## src/rtl/uart_transmitter_if.sv

```systemverilog
// uart_transmitter_if
//   Bundles the register-block side of the UART transmit path.
//   master (register block) drives:
//     lcr[7:0]     line control: word length, stop bits, parity, break
//     tf_push      write wb_dat_i into the transmit FIFO
//     wb_dat_i     byte to transmit
//     tx_reset     one-clk synchronous FIFO flush
//   slave (transmitter) drives:
//     tf_count     current FIFO occupancy
//     tf_overrun   sticky, a push was attempted while the FIFO was full
//     thre         FIFO empty
//     temt         FIFO empty and shifter idle
interface uart_transmitter_if #(
  parameter int FIFO_CNT_W = 5
);
  logic [7:0]            lcr;
  logic                  tf_push;
  logic [7:0]            wb_dat_i;
  logic                  tx_reset;
  logic [FIFO_CNT_W-1:0] tf_count;
  logic                  tf_overrun;
  logic                  thre;
  logic                  temt;

  modport master (
    output lcr, tf_push, wb_dat_i, tx_reset,
    input  tf_count, tf_overrun, thre, temt
  );

  modport slave (
    input  lcr, tf_push, wb_dat_i, tx_reset,
    output tf_count, tf_overrun, thre, temt
  );
endinterface

```

## src/rtl/uart_transmitter.sv

```systemverilog
// uart_transmitter
//   Transmit FIFO plus serialiser. Each byte goes out as a start bit,
//   5-8 data bits LSB first, optional parity and 1 / 1.5 / 2 stop bits.
//   Every bit lasts 16 ticks of the shared 16x baud enable.
// Ports:
//   clk        system clock
//   wb_rst_n   asynchronous active-low reset
//   enable     16x baud tick, one clk wide
//   stx_pad_o  registered serial output, idle high
//   bus        register-block interface (slave modport)
module uart_transmitter #(
  parameter int FIFO_DEPTH = 16,
  parameter int FIFO_CNT_W = 5
) (
  input  logic               clk,
  input  logic               wb_rst_n,
  input  logic               enable,
  output logic               stx_pad_o,
  uart_transmitter_if.slave  bus
);

  localparam int PTR_W = $clog2(FIFO_DEPTH);

  typedef enum logic [2:0] {IDLE, START, DATA, PARITY, STOP} state_t;

  state_t                state, state_n;
  logic [3:0]            tick, tick_n;
  logic [2:0]            bit_cnt, bit_cnt_n;
  logic [7:0]            shift, shift_n;
  logic                  par, par_n;
  logic [1:0]            wlen, wlen_n;
  logic                  pe, pe_n;
  logic                  stop2, stop2_n;
  logic                  line_n;
  logic                  pop;

  logic [7:0]            fifo_mem [FIFO_DEPTH];
  logic [PTR_W-1:0]      wr_ptr, rd_ptr;
  logic [FIFO_CNT_W-1:0] count;
  logic                  overrun;
  logic                  full;
  logic                  push_ok;
  logic [7:0]            head;
  logic [7:0]            word_mask;
  logic                  new_par;
  logic                  unused_lcr;

  assign unused_lcr = bus.lcr[7];
  assign head       = fifo_mem[rd_ptr];
  assign full       = (count == FIFO_CNT_W'(FIFO_DEPTH));
  // A full FIFO still accepts a push when the shifter pops in the same clk.
  assign push_ok    = bus.tf_push && (!full || pop);

  // Parity only covers the bits of the configured word length.
  always_comb begin
    case (bus.lcr[1:0])
      2'b00:   word_mask = 8'h1F;
      2'b01:   word_mask = 8'h3F;
      2'b10:   word_mask = 8'h7F;
      default: word_mask = 8'hFF;
    endcase
  end

  assign new_par = bus.lcr[5] ? ~bus.lcr[4]
                 : (bus.lcr[4] ? ^(head & word_mask) : ~^(head & word_mask));

  // FIFO bookkeeping; tx_reset wins over a coincident push.
  always_ff @(posedge clk or negedge wb_rst_n) begin
    if (!wb_rst_n) begin
      wr_ptr  <= '0;
      rd_ptr  <= '0;
      count   <= '0;
      overrun <= 1'b0;
    end else if (bus.tx_reset) begin
      wr_ptr  <= '0;
      rd_ptr  <= '0;
      count   <= '0;
      overrun <= 1'b0;
    end else begin
      if (push_ok) wr_ptr <= wr_ptr + PTR_W'(1);
      if (pop)     rd_ptr <= rd_ptr + PTR_W'(1);
      case ({push_ok, pop})
        2'b10:   count <= count + FIFO_CNT_W'(1);
        2'b01:   count <= count - FIFO_CNT_W'(1);
        default: count <= count;
      endcase
      if (bus.tf_push && !push_ok) overrun <= 1'b1;
    end
  end

  always_ff @(posedge clk) begin
    if (push_ok && !bus.tx_reset) fifo_mem[wr_ptr] <= bus.wb_dat_i;
  end

  // Frame state register. Break is applied on the output register only,
  // so the state machine keeps running underneath it.
  always_ff @(posedge clk or negedge wb_rst_n) begin
    if (!wb_rst_n) begin
      state     <= IDLE;
      tick      <= '0;
      bit_cnt   <= '0;
      shift     <= '0;
      par       <= 1'b0;
      wlen      <= '0;
      pe        <= 1'b0;
      stop2     <= 1'b0;
      stx_pad_o <= 1'b1;
    end else begin
      state     <= state_n;
      tick      <= tick_n;
      bit_cnt   <= bit_cnt_n;
      shift     <= shift_n;
      par       <= par_n;
      wlen      <= wlen_n;
      pe        <= pe_n;
      stop2     <= stop2_n;
      stx_pad_o <= bus.lcr[6] ? 1'b0 : line_n;
    end
  end

  // Next-state logic. Frame settings are captured at pop so lcr changes
  // mid-frame only affect the next frame. In STOP the bit counter is reused
  // to mark a pending second (or half) stop period.
  always_comb begin
    state_n   = state;
    tick_n    = tick;
    bit_cnt_n = bit_cnt;
    shift_n   = shift;
    par_n     = par;
    wlen_n    = wlen;
    pe_n      = pe;
    stop2_n   = stop2;
    pop       = 1'b0;
    if (enable) begin
      case (state)
        IDLE: begin
          if (count != '0) begin
            pop       = 1'b1;
            shift_n   = head;
            wlen_n    = bus.lcr[1:0];
            pe_n      = bus.lcr[3];
            stop2_n   = bus.lcr[2];
            bit_cnt_n = 3'd4 + {1'b0, bus.lcr[1:0]};
            par_n     = new_par;
            tick_n    = 4'd15;
            state_n   = START;
          end
        end
        START: begin
          if (tick == 4'd0) begin
            tick_n  = 4'd15;
            state_n = DATA;
          end else begin
            tick_n = tick - 4'd1;
          end
        end
        DATA: begin
          if (tick == 4'd0) begin
            tick_n  = 4'd15;
            shift_n = {1'b0, shift[7:1]};
            if (bit_cnt == 3'd0) begin
              if (pe) begin
                state_n = PARITY;
              end else begin
                state_n   = STOP;
                bit_cnt_n = {2'b00, stop2};
              end
            end else begin
              bit_cnt_n = bit_cnt - 3'd1;
            end
          end else begin
            tick_n = tick - 4'd1;
          end
        end
        PARITY: begin
          if (tick == 4'd0) begin
            tick_n    = 4'd15;
            bit_cnt_n = {2'b00, stop2};
            state_n   = STOP;
          end else begin
            tick_n = tick - 4'd1;
          end
        end
        STOP: begin
          if (tick == 4'd0) begin
            if (bit_cnt != 3'd0) begin
              // 5-bit words get 1.5 stop bits, longer words get 2.
              bit_cnt_n = 3'd0;
              tick_n    = (wlen == 2'b00) ? 4'd7 : 4'd15;
            end else begin
              state_n = IDLE;
            end
          end else begin
            tick_n = tick - 4'd1;
          end
        end
        default: state_n = IDLE;
      endcase
    end
  end

  // Line level that belongs to the state being entered.
  always_comb begin
    case (state_n)
      START:   line_n = 1'b0;
      DATA:    line_n = shift_n[0];
      PARITY:  line_n = par_n;
      default: line_n = 1'b1;
    endcase
  end

  assign bus.tf_count   = count;
  assign bus.tf_overrun = overrun;
  assign bus.thre       = (count == '0);
  assign bus.temt       = (count == '0) && (state == IDLE);

endmodule
```

## src/flat_wrapper.sv

```systemverilog
// flat-port wrapper written by rule: the top's interface ports become plain ports
module uart_transmitter_flat 
#(
  parameter int FIFO_DEPTH = 16,
  parameter int FIFO_CNT_W = 5
)
  (clk, wb_rst_n, enable, stx_pad_o, bus_lcr, bus_tf_push, bus_wb_dat_i, bus_tx_reset, bus_tf_count, bus_tf_overrun, bus_thre, bus_temt);
  uart_transmitter_if #(.FIFO_CNT_W(FIFO_CNT_W)) bus_i ();
  input  logic clk;
  input  logic wb_rst_n;
  input  logic enable;
  output logic stx_pad_o;
  input wire logic [$bits(bus_i.lcr)-1:0] bus_lcr;
  input wire logic [$bits(bus_i.tf_push)-1:0] bus_tf_push;
  input wire logic [$bits(bus_i.wb_dat_i)-1:0] bus_wb_dat_i;
  input wire logic [$bits(bus_i.tx_reset)-1:0] bus_tx_reset;
  output wire logic [$bits(bus_i.tf_count)-1:0] bus_tf_count;
  output wire logic [$bits(bus_i.tf_overrun)-1:0] bus_tf_overrun;
  output wire logic [$bits(bus_i.thre)-1:0] bus_thre;
  output wire logic [$bits(bus_i.temt)-1:0] bus_temt;
  assign bus_i.lcr = bus_lcr;
  assign bus_i.tf_push = bus_tf_push;
  assign bus_i.wb_dat_i = bus_wb_dat_i;
  assign bus_i.tx_reset = bus_tx_reset;
  assign bus_tf_count = bus_i.tf_count;
  assign bus_tf_overrun = bus_i.tf_overrun;
  assign bus_thre = bus_i.thre;
  assign bus_temt = bus_i.temt;
  uart_transmitter #(.FIFO_DEPTH(FIFO_DEPTH), .FIFO_CNT_W(FIFO_CNT_W)) u_core (.clk(clk), .wb_rst_n(wb_rst_n), .enable(enable), .stx_pad_o(stx_pad_o), .bus(bus_i));
endmodule
```

## config.mk

```make
export PLATFORM = sky130hd
export DESIGN_NAME = uart_transmitter_flat
export DESIGN_NICKNAME = d
export VERILOG_FILES = /design/src/rtl/uart_transmitter_if.sv /design/src/rtl/uart_transmitter.sv /design/src/flat_wrapper.sv
export SDC_FILE = /design/constraint.sdc
export NUM_CORES = 1
export LEC_CHECK = 0
export ABC_AREA = 1
export CAP_MARGIN = 10
export CORE_MARGIN = 4
export CORE_UTILIZATION = 37
export DETAILED_ROUTE_END_ITERATION = 16
export GPL_TIMING_DRIVEN = 1
export SYNTH_ARGS = -nofsm -noshare
export SYNTH_HDL_FRONTEND = slang
export SYNTH_SLANG_ARGS = --single-unit
```

## constraint.sdc

```tcl
create_clock -name clk -period 4.8 [get_ports clk]
set_clock_uncertainty 0.2 [all_clocks]
set_input_delay 0.96 -clock clk [delete_from_list [all_inputs] [get_ports clk]]
set_output_delay 0.96 -clock clk [all_outputs]
set_load 0.01 [all_outputs]
```

Word-level counts from Yosys, hierarchy flattened. Memory sizes are Yosys's and may differ from the RTL's. Index checks and enable logic that the tools add are counted.

Memory bits (writable): 128. Output and inout port bits: 9. Register bits: 38. Bits of input ports: 21. Memories: 1. Word-level logic and storage cells: 122.

Bitwise gates (word level): 2. Reduce and logical (&&, ||, !) cells: 30. Mux-type cells: 49. Add/sub/neg operators: 7. Eq/ne operators: 19.

Memories: u_core.fifo_mem (depth 16, width 8, rd ports 1, clocked after Yosys merged registers in 0, wr ports 1, line uart_transmitter.sv:37) `logic [7:0] fifo_mem [FIFO_DEPTH];`.

Operators by type and width (count): 3-bit two-way mux (16); 4-bit two-way mux (9); 8-bit case mux with 3 select lines (1); 8-bit two-way mux (2); 8-bit case mux with 2 select lines (1); 3-bit case mux with 5 select lines (1); 1-bit two-way mux (14); 3-bit by 2-bit == test with 1-bit output, second input constant (4); 3-bit case mux with 4 select lines (1); 4-bit case mux with 3 select lines (1); 2-bit by 1-bit inequality test with 1-bit output, second input constant (5); 5-bit case mux with 2 select lines (1); 3-bit nonzero test (3); 4-bit by 1-bit adder with 4-bit output, second input constant (2); 8-bit bitwise AND (1); 4-bit AND reduction (2); 8-bit AND reduction (1); 2-bit nonzero test (4); 8-bit XNOR reduction (1); 8-bit parity (1); 3-bit by 1-bit == test with 1-bit output, second input constant (2); 3-bit logical NOT (2); 3-bit inequality test, second input constant (2); 5-bit by 1-bit adder with 5-bit output, second input constant (1); other kinds (21) (29).

Depth between registers and ports, before layout. Gate-level depths: netlist of the first run.

Word-level depth: 11. Depth in mapped cells: 22. Mapped depth without buffers: 20.

Worst setup path after synthesis of the first run. Ideal clock, no wire load.

Path type: input to register. Start: in enable. End: mem u_core.fifo_mem[13][0] (enable). Stages on the path: 8. Arrival time: 2517 ps. Setup slack: 1700 ps. Library setup time: 383 ps. Cell sequence: inv_1 -> nor2_2 -> clkinv_2 -> nand3_1 -> nand2_2 -> nor2_1 -> clkinv_1 -> nor3_1.

Cells in the longest elaborated chain, start to end: 6.

Ends and longest elaborated chain: start, declared (line flat_wrapper.sv:11) `input logic enable;`; 1-bit two-way mux (line uart_transmitter.sv:134) `if (enable) begin`; 1-bit logical OR (line uart_transmitter.sv:52) `assign push_ok = bus.tf_push && (!full || pop);`; 1-bit logical AND (line uart_transmitter.sv:52); 1-bit logical AND (line uart_transmitter.sv:92) `if (push_ok && !bus.tx_reset) fifo_mem[wr_ptr] <= bus.wb_dat_i;`; 1-bit two-way mux (line uart_transmitter.sv:92); 1-bit two-way mux (implied by the code) (line uart_transmitter.sv:92); end, declared (line uart_transmitter.sv:37).

Every way passes these cells.

Final worst setup path of the first run.
Start: in enable. End: mem u_core.fifo_mem[8][2] (enable).

The elaborated chain is that of the path after synthesis.

==> flow_summary.yaml, run 1 <==
worst_setup_path:
  worst_path_most_repeated_cell: "nor2_1"
  worstReg2RegStart: "u_core.bus.tf_count[1]$_DFFE_PN0P_"
  r2r_end: "u_core.bus.tf_count[4]$_DFFE_PN0P_"
  cp-end-kind: "flop"
  cp_cell_sequence: "clkdlybuf4s50_1 > inv_1 > nor2_2 > clkinv_2 > nand3_1 > nand2_2 > nor2_1 > nand2_1 > nor2_1"
  cp.required_ns: 4.65
  r2r_cells: 16
  cp-startpoint: "enable"
  crit_fanout: 17
  arrival_ns: 3.29
  cp_slowest_stage_delay_ns: 0.61
  critical_path_class: "primary input to flop"
  r2r_slack_ns: 1.53
  start_kind: "primary input"
  slowest_stage: "nor2_1"
final_layout:
  finish.utilization: 0.4334
  area_growth_pct: 13.82
  layout-drive-gt1-share: 0.08741
  layout_commonest_cell: "nand2_1"
  stdcell_count: 1128
  multiInputGateArea_sq_mm: 0.002429
  fin_nets: 876
  final_cell_mix: "nand2_1, edfxtp_1, nand3_1"
  register_area_sq_mm: 0.004797
  num-fill-cells: 1997
  insertedDiodeCount: 0
  design_area_sq_mm: 0.008882
synthesis:
  yosysTopAreaCell: "edfxtp_1"
  avgSynthCellArea_sq_um: 9.658
  synth_seq_cells: 166
  ys_top_cells_by_area: "edfxtp_1, nand2_1, dfrtp_1"
  netlist_instances: 808
  synth_top_area_share: 0.4925
  syn_nets: 839
  synth-seq-area-share: 0.6146
  ys_warn_count: 0
  netlist_area_sq_mm: 0.007804
  synth_cell_types: 42
sta:
  final.setup.tns_ns: 0
  rsz0062_at_grt: "false"
  finalHoldViolations: 0
  fin_ws_ns: 1.365
  slew_headroom: 0.4141
  maxSlewViolCount: 0
  period_needed_ns: 3.435
  min_period_over_period: 0.7156
  whs_ns: 0.2993
  max_clock_freq_mhz: 291.1
  tightest_slew_ns: 0.8789
  setup_viol: 0
hold_path:
  hp-class: "flop to flop"
  hold_path.startpoint: "u_core.wlen[1]$_DFFE_PN0P_"
  worstHoldEndpoint: "u_core.wlen[1]$_DFFE_PN0P_"
  holdPathStages: 2
pwr:
  switching_share: 0.2836
  p_total_mw: 3.513
  p_sw_uw: 996.1
  p_per_area_mw_per_mm2: 395.5
  power_frac_clock: 0.359
  p_seq_frac: 0.491
  p_comb_frac: 0.151
  vdd_ir_drop_max_mv: 0.2308
  internal_power_mw: 2.517
  p_leak_nw: 3.674
route:
  post_drt_wl_per_cell_um: 15.63
  drt_iter0_markers: 436
  drc: 0
  vias: 5506
  firstDrtPassIters: 7
  antenna_left: 0
  totalWireLength_um: 17630
  drt-vias-per-instance: 4.881
clock_network:
  cts_resized: 0
  cts_hold_buffers: 0
  cts_setup_buffers: 0
  cts.sinks: 166
  cts.clk_slew.worst_paths_ns: 0.06
  clockBufferDepth: 2
  cts_buffers: 17
  clock_latency_ns: 0.43
  htreeDepth: 4
  root_buffer: "clkbuf_16"
  cts_tree: "yes"
floorplanning:
  top_level_ports: 30
  rows: 52
  initial_core_util: 0.3808
  coreArea_sq_mm: 0.02049
  dieArea_sq_mm: 0.02348
  die_x_um: 153.2
  die_y_um: 153.2
grt:
  grtUsageTotal: 0.1553
  antenna_found_initial: 0
  grt_overflow: 0
  grt_pass1_vias: 5542
  grt_pass1_wl_um: 28860
  grt_max_degree: 63
place:
  gp_congestion: 0.8223
  dp_hpwl_um: 11460
  postPlaceCellArea_sq_mm: 0.008338
  place_inst: 1096
  portBuffers: 28
  dp_slack_ns: 0.8982
run_status:
  status: "completed"
run:
  maxCapViolCount: 0
[power by group through the flow]
stage          registers [mW]  logic (mW)  clock network [mW]
6_report                 1.72       0.529                1.26
5_1_grt                  1.74       0.617                1.35
4_1_cts                  1.72       0.532                1.29
3_5_place_dp             1.75       0.529                   0
3_3_place_gp             1.75       0.521                   0
2_1_floorplan            1.74       0.381                   0
[worst max path at each step]
stage / endpoint / slack (ns) / cells past startpoint
final: u_core.fifo_mem[8][2]$_DFFE_PP_ / 1.37 / 9
after global routing: u_core.fifo_mem[8][3]$_DFFE_PP_ / 1.05 / 9
after CTS: u_core.fifo_mem[4][3]$_DFFE_PP_ / 1.34 / 9
after detailed placement: u_core.fifo_mem[4][5]$_DFFE_PP_ / 0.90 / 9
after global placement: u_core.fifo_mem[8][0]$_DFFE_PP_ / 0.95 / 9
after floorplan: u_core.fifo_mem[13][0]$_DFFE_PP_ / 1.70 / 8
[registers in the layout (all words and copies together), names as in the netlist]
register	count
u_core.pe	1
u_core.bus.tf_count	5
u_core.bit_cnt	3
u_core.rd_ptr	4
u_core.shift	8
u_core.fifo_mem	128
u_core.wr_ptr	4
u_core.stop2	1
u_core.state	3
u_core.bus.tf_overrun	1
u_core.tick	4
u_core.stx_pad_o	1
u_core.par	1
u_core.wlen	2
[cell type report]
class,count,area share
clock inverters,14,0.01296
flip-flops and latches,166,0.5401
repair buffers,46,0.04620
well taps,270,0.03803
inverters,96,0.04099
multi-input cells,518,0.2734
clock buffers,18,0.04832
[cell usage after synthesis, drive strengths merged]
library cell,number
nand2,256
edfxtp,128
inv,92
nand3,86
nor2,63
o21ai,40
dfrtp,37
buf,25
nor3,16
a21oi,15
o211ai,12
ha,9
clkinv,4
clkbuf,3
nor4,3
a211oi,2
a22o,2
a31oi,2
nand4,2
xnor2,2
xor2,2
a22oi,1
dfstp,1
fa,1
o221ai,1
o22ai,1
o311ai,1
o31ai,1
[critical path, delay by kind of cell]
family | cells | cell delay (ns)
buffers and inverters | 3 | 0.89
and+or+nand+nor | 6 | 1.43
[cell families after synthesis]
| group | Yosys count | synth area share |
|---|---|---|
| flops | 166 | 0.6146 |
| fa+ha+maj | 10 | 0.01700 |
| xor+xnor | 4 | 0.004490 |
| buf+inv | 124 | 0.07423 |
| simple gates | 426 | 0.2302 |
| compound gates | 78 | 0.05948 |
[metal layers]
metal,global-route usage,wire length (um),up-vias
met2,0.2549,8498,126
met5,0,0,-
met4,0.05134,356,0
met3,0.03251,793,23
met1,0.2065,7983,2598
li1,-,-,2759
No activity file was read; power rests on OpenSTA's default activity.
==> run 2, diff against run 1 <==
Clock period 4.8 ns to 3 ns, I/O delays scaled along.
==> run 2 against run 1 <==
  * Non-clock buffer count rose by 28
  * First-iteration DRC count is 4.8% lower
  * Sequential power up 60%
  * Count of clock-buffer cells in the layout is the same
  * Cell area increased by 3.0%
  * Core utilization is 1.3 points higher
  * Largest power group unchanged
  * Largest cell class unchanged
  * Critical path type is now flop to flop
  * Die area unchanged
  * Critical endpoint is now u_core.bus.tf_count[4]$_DFFE_PN0P_
==> flow_summary.yaml, run 2 (same netlist as run 1, synthesis figures left out) <==
pwr:
  p_sw_mw: 1.585
  p_leak_nw: 3.842
  p_seq_frac: 0.475
  p_per_area_mw_per_mm2: 633.3
  p_comb_frac: 0.154
  vdd_ir_drop_max_mv: 0.3553
  internal_power_mw: 4.209
  switching_share: 0.2736
  power_frac_clock: 0.371
worst_setup_path:
  cp_slowest_stage_delay_ns: 0.45
  start_kind: "flop"
  arrival_ns: 2.94
  critical_path_class: "flop to flop"
  cp-end-kind: "flop"
  worst_path_most_repeated_cell: "nand2_2"
  r2r_end: "u_core.bus.tf_count[4]$_DFFE_PN0P_"
  cp_cell_sequence: "nor4_4 > nand2_2 > nand2_2 > nor2_2 > clkinv_2 > nand3_1 > nand2_2 > inv_2 > nor2_4 > inv_2 > fa_1 > o21ai_1 > xor2_1 > xnor2_1 > nand2_1 > o21ai_0"
  worstReg2RegStart: "u_core.bus.tf_count[2]$_DFFE_PN0P_"
  path_buf_inv: 3
  cp.required_ns: 3.14
  r2r_cells: 16
  r2r_slack_ns: 0.20
  slowest_stage: "dfrtp_2"
  cp_top_family: "simple AND/OR/NAND/NOR gates"
  crit_fanout: 5
floorplanning:
  initial_core_util: 0.3808
  die_y_um: 153.2
  top_level_ports: 30
  coreArea_sq_mm: 0.02049
  dieArea_sq_mm: 0.02348
  rows: 52
  die_x_um: 153.2
sta:
  setup_viol: 0
  finalHoldViolations: 0
  tightest_slew_ns: 0.8694
  period_needed_ns: 2.800
  slew_headroom: 0.4204
  maxSlewViolCount: 0
  rsz0062_at_grt: "true"
  min_period_over_period: 0.9332
  final.setup.tns_ns: 0
  max_clock_freq_mhz: 357.2
clock_network:
  cts_tree: "yes"
  cts.clk_slew.worst_paths_ns: 0.07
  cts.sinks: 166
  root_buffer: "clkbuf_16"
  clockBufferDepth: 2
  clock_latency_ns: 0.43
  htreeDepth: 4
  cts_buffers: 17
  cts_setup_buffers: 0
final_layout:
  insertedDiodeCount: 0
  multiInputGateArea_sq_mm: 0.002434
  fin_nets: 904
  register_area_sq_mm: 0.004798
  layout_commonest_cell: "nand2_1"
  layout-drive-gt1-share: 0.1185
  num-fill-cells: 1955
  finish.utilization: 0.4464
  final_cell_mix: "nand2_1, edfxtp_1, nand3_1"
  area_growth_pct: 17.24
  largest_register: "u_core.fifo_mem"
  largest_reg_flops: 128
route:
  drt_iter0_markers: 415
  drc: 0
  firstDrtPassIters: 5
  post_drt_wl_per_cell_um: 15.46
  vias: 5690
  antenna_left: 0
  totalWireLength_um: 17870
  drt-vias-per-instance: 4.922
grt:
  grt_pass1_wl_um: 28920
  grt_overflow: 0
  antenna_found_initial: 0
  grt_pass1_vias: 5542
  grt_max_degree: 39
  grtUsageTotal: 0.1563
place:
  dp_hpwl_um: 12040
  gp_congestion: 0.9200
  portBuffers: 28
hold_path:
  hp-class: "primary input to async pin"
run:
  maxCapViolCount: 0
run_status:
  status: "completed"
## run 2: worst max path at each step
stage,endpoint,cells past startpoint,startpoint
after global placement,u_core.bus.tf_count[4]$_DFFE_PN0P_,15,enable
after CTS,u_core.bus.tf_count[4]$_DFFE_PN0P_,16,u_core.bus.tf_count[1]$_DFFE_PN0P_
after floorplan,u_core.bus.tf_count[4]$_DFFE_PN0P_,16,u_core.bus.tf_count[1]$_DFFE_PN0P_
final,u_core.bus.tf_count[4]$_DFFE_PN0P_,16,u_core.bus.tf_count[2]$_DFFE_PN0P_
after detailed placement,u_core.bus.tf_count[4]$_DFFE_PN0P_,15,enable
after global routing,u_core.bus.tf_count[4]$_DFFE_PN0P_,16,u_core.bus.tf_count[2]$_DFFE_PN0P_
## run 2: layout make-up
cell class | instances | share of cell area
clock buffers | 18 | 0.04691
clock inverters | 14 | 0.01600
inverters | 96 | 0.03980
multi-input cells | 518 | 0.2660
flip-flops and latches | 166 | 0.5245
well taps | 270 | 0.03693
repair buffers | 74 | 0.06989
## run 2: stage by stage
step | hold slack (ns) | setup WS (ns) | instances | area [sq um] | power, mW
6_report | 0.09079 | 0.2003 | 1156 | 9149 | 5.794
5_1_grt | 0.1674 | 0.003334 | 1156 | 9149 | 6.112
2_1_floorplan | 0.1044 | 0.1775 | 808 | 7804 | 3.386
3_3_place_gp | 0.2603 | -0.08806 | 1124 | 8561 | 3.678
4_1_cts | 0.1197 | 0.06378 | 1156 | 9136 | 5.840
3_5_place_dp | 0.2641 | -0.07107 | 1124 | 8561 | 3.692
## run 2: power groups by stage
| stage | combinational [mW] | sequential (mW) | clock, mW |
|---|---|---|---|
| 5_1_grt | 1.04 | 2.77 | 2.30 |
| 3_5_place_dp | 0.896 | 2.80 | 0 |
| 6_report | 0.895 | 2.75 | 2.15 |
| 2_1_floorplan | 0.610 | 2.78 | 0 |
| 4_1_cts | 0.898 | 2.75 | 2.19 |
| 3_3_place_gp | 0.881 | 2.80 | 0 |
## run 2: timing repair
item / CTS / global route
endpoints found under the setup margin: 0 / 3
endpoints found under the hold margin: 0 / 0
hold buffers: 0 / 0
gates resized for setup: 0 / 6
## run 2: metal layers
| layer | GRT usage | vias up | wire length [um] |
|---|---|---|---|
| met5 | 0 | - | 0 |
| met2 | 0.2480 | 164 | 8432 |
| met3 | 0.04184 | 34 | 1054 |
| met4 | 0.06025 | 0 | 470 |
| li1 | - | 2811 | - |
| met1 | 0.2057 | 2681 | 7909 |
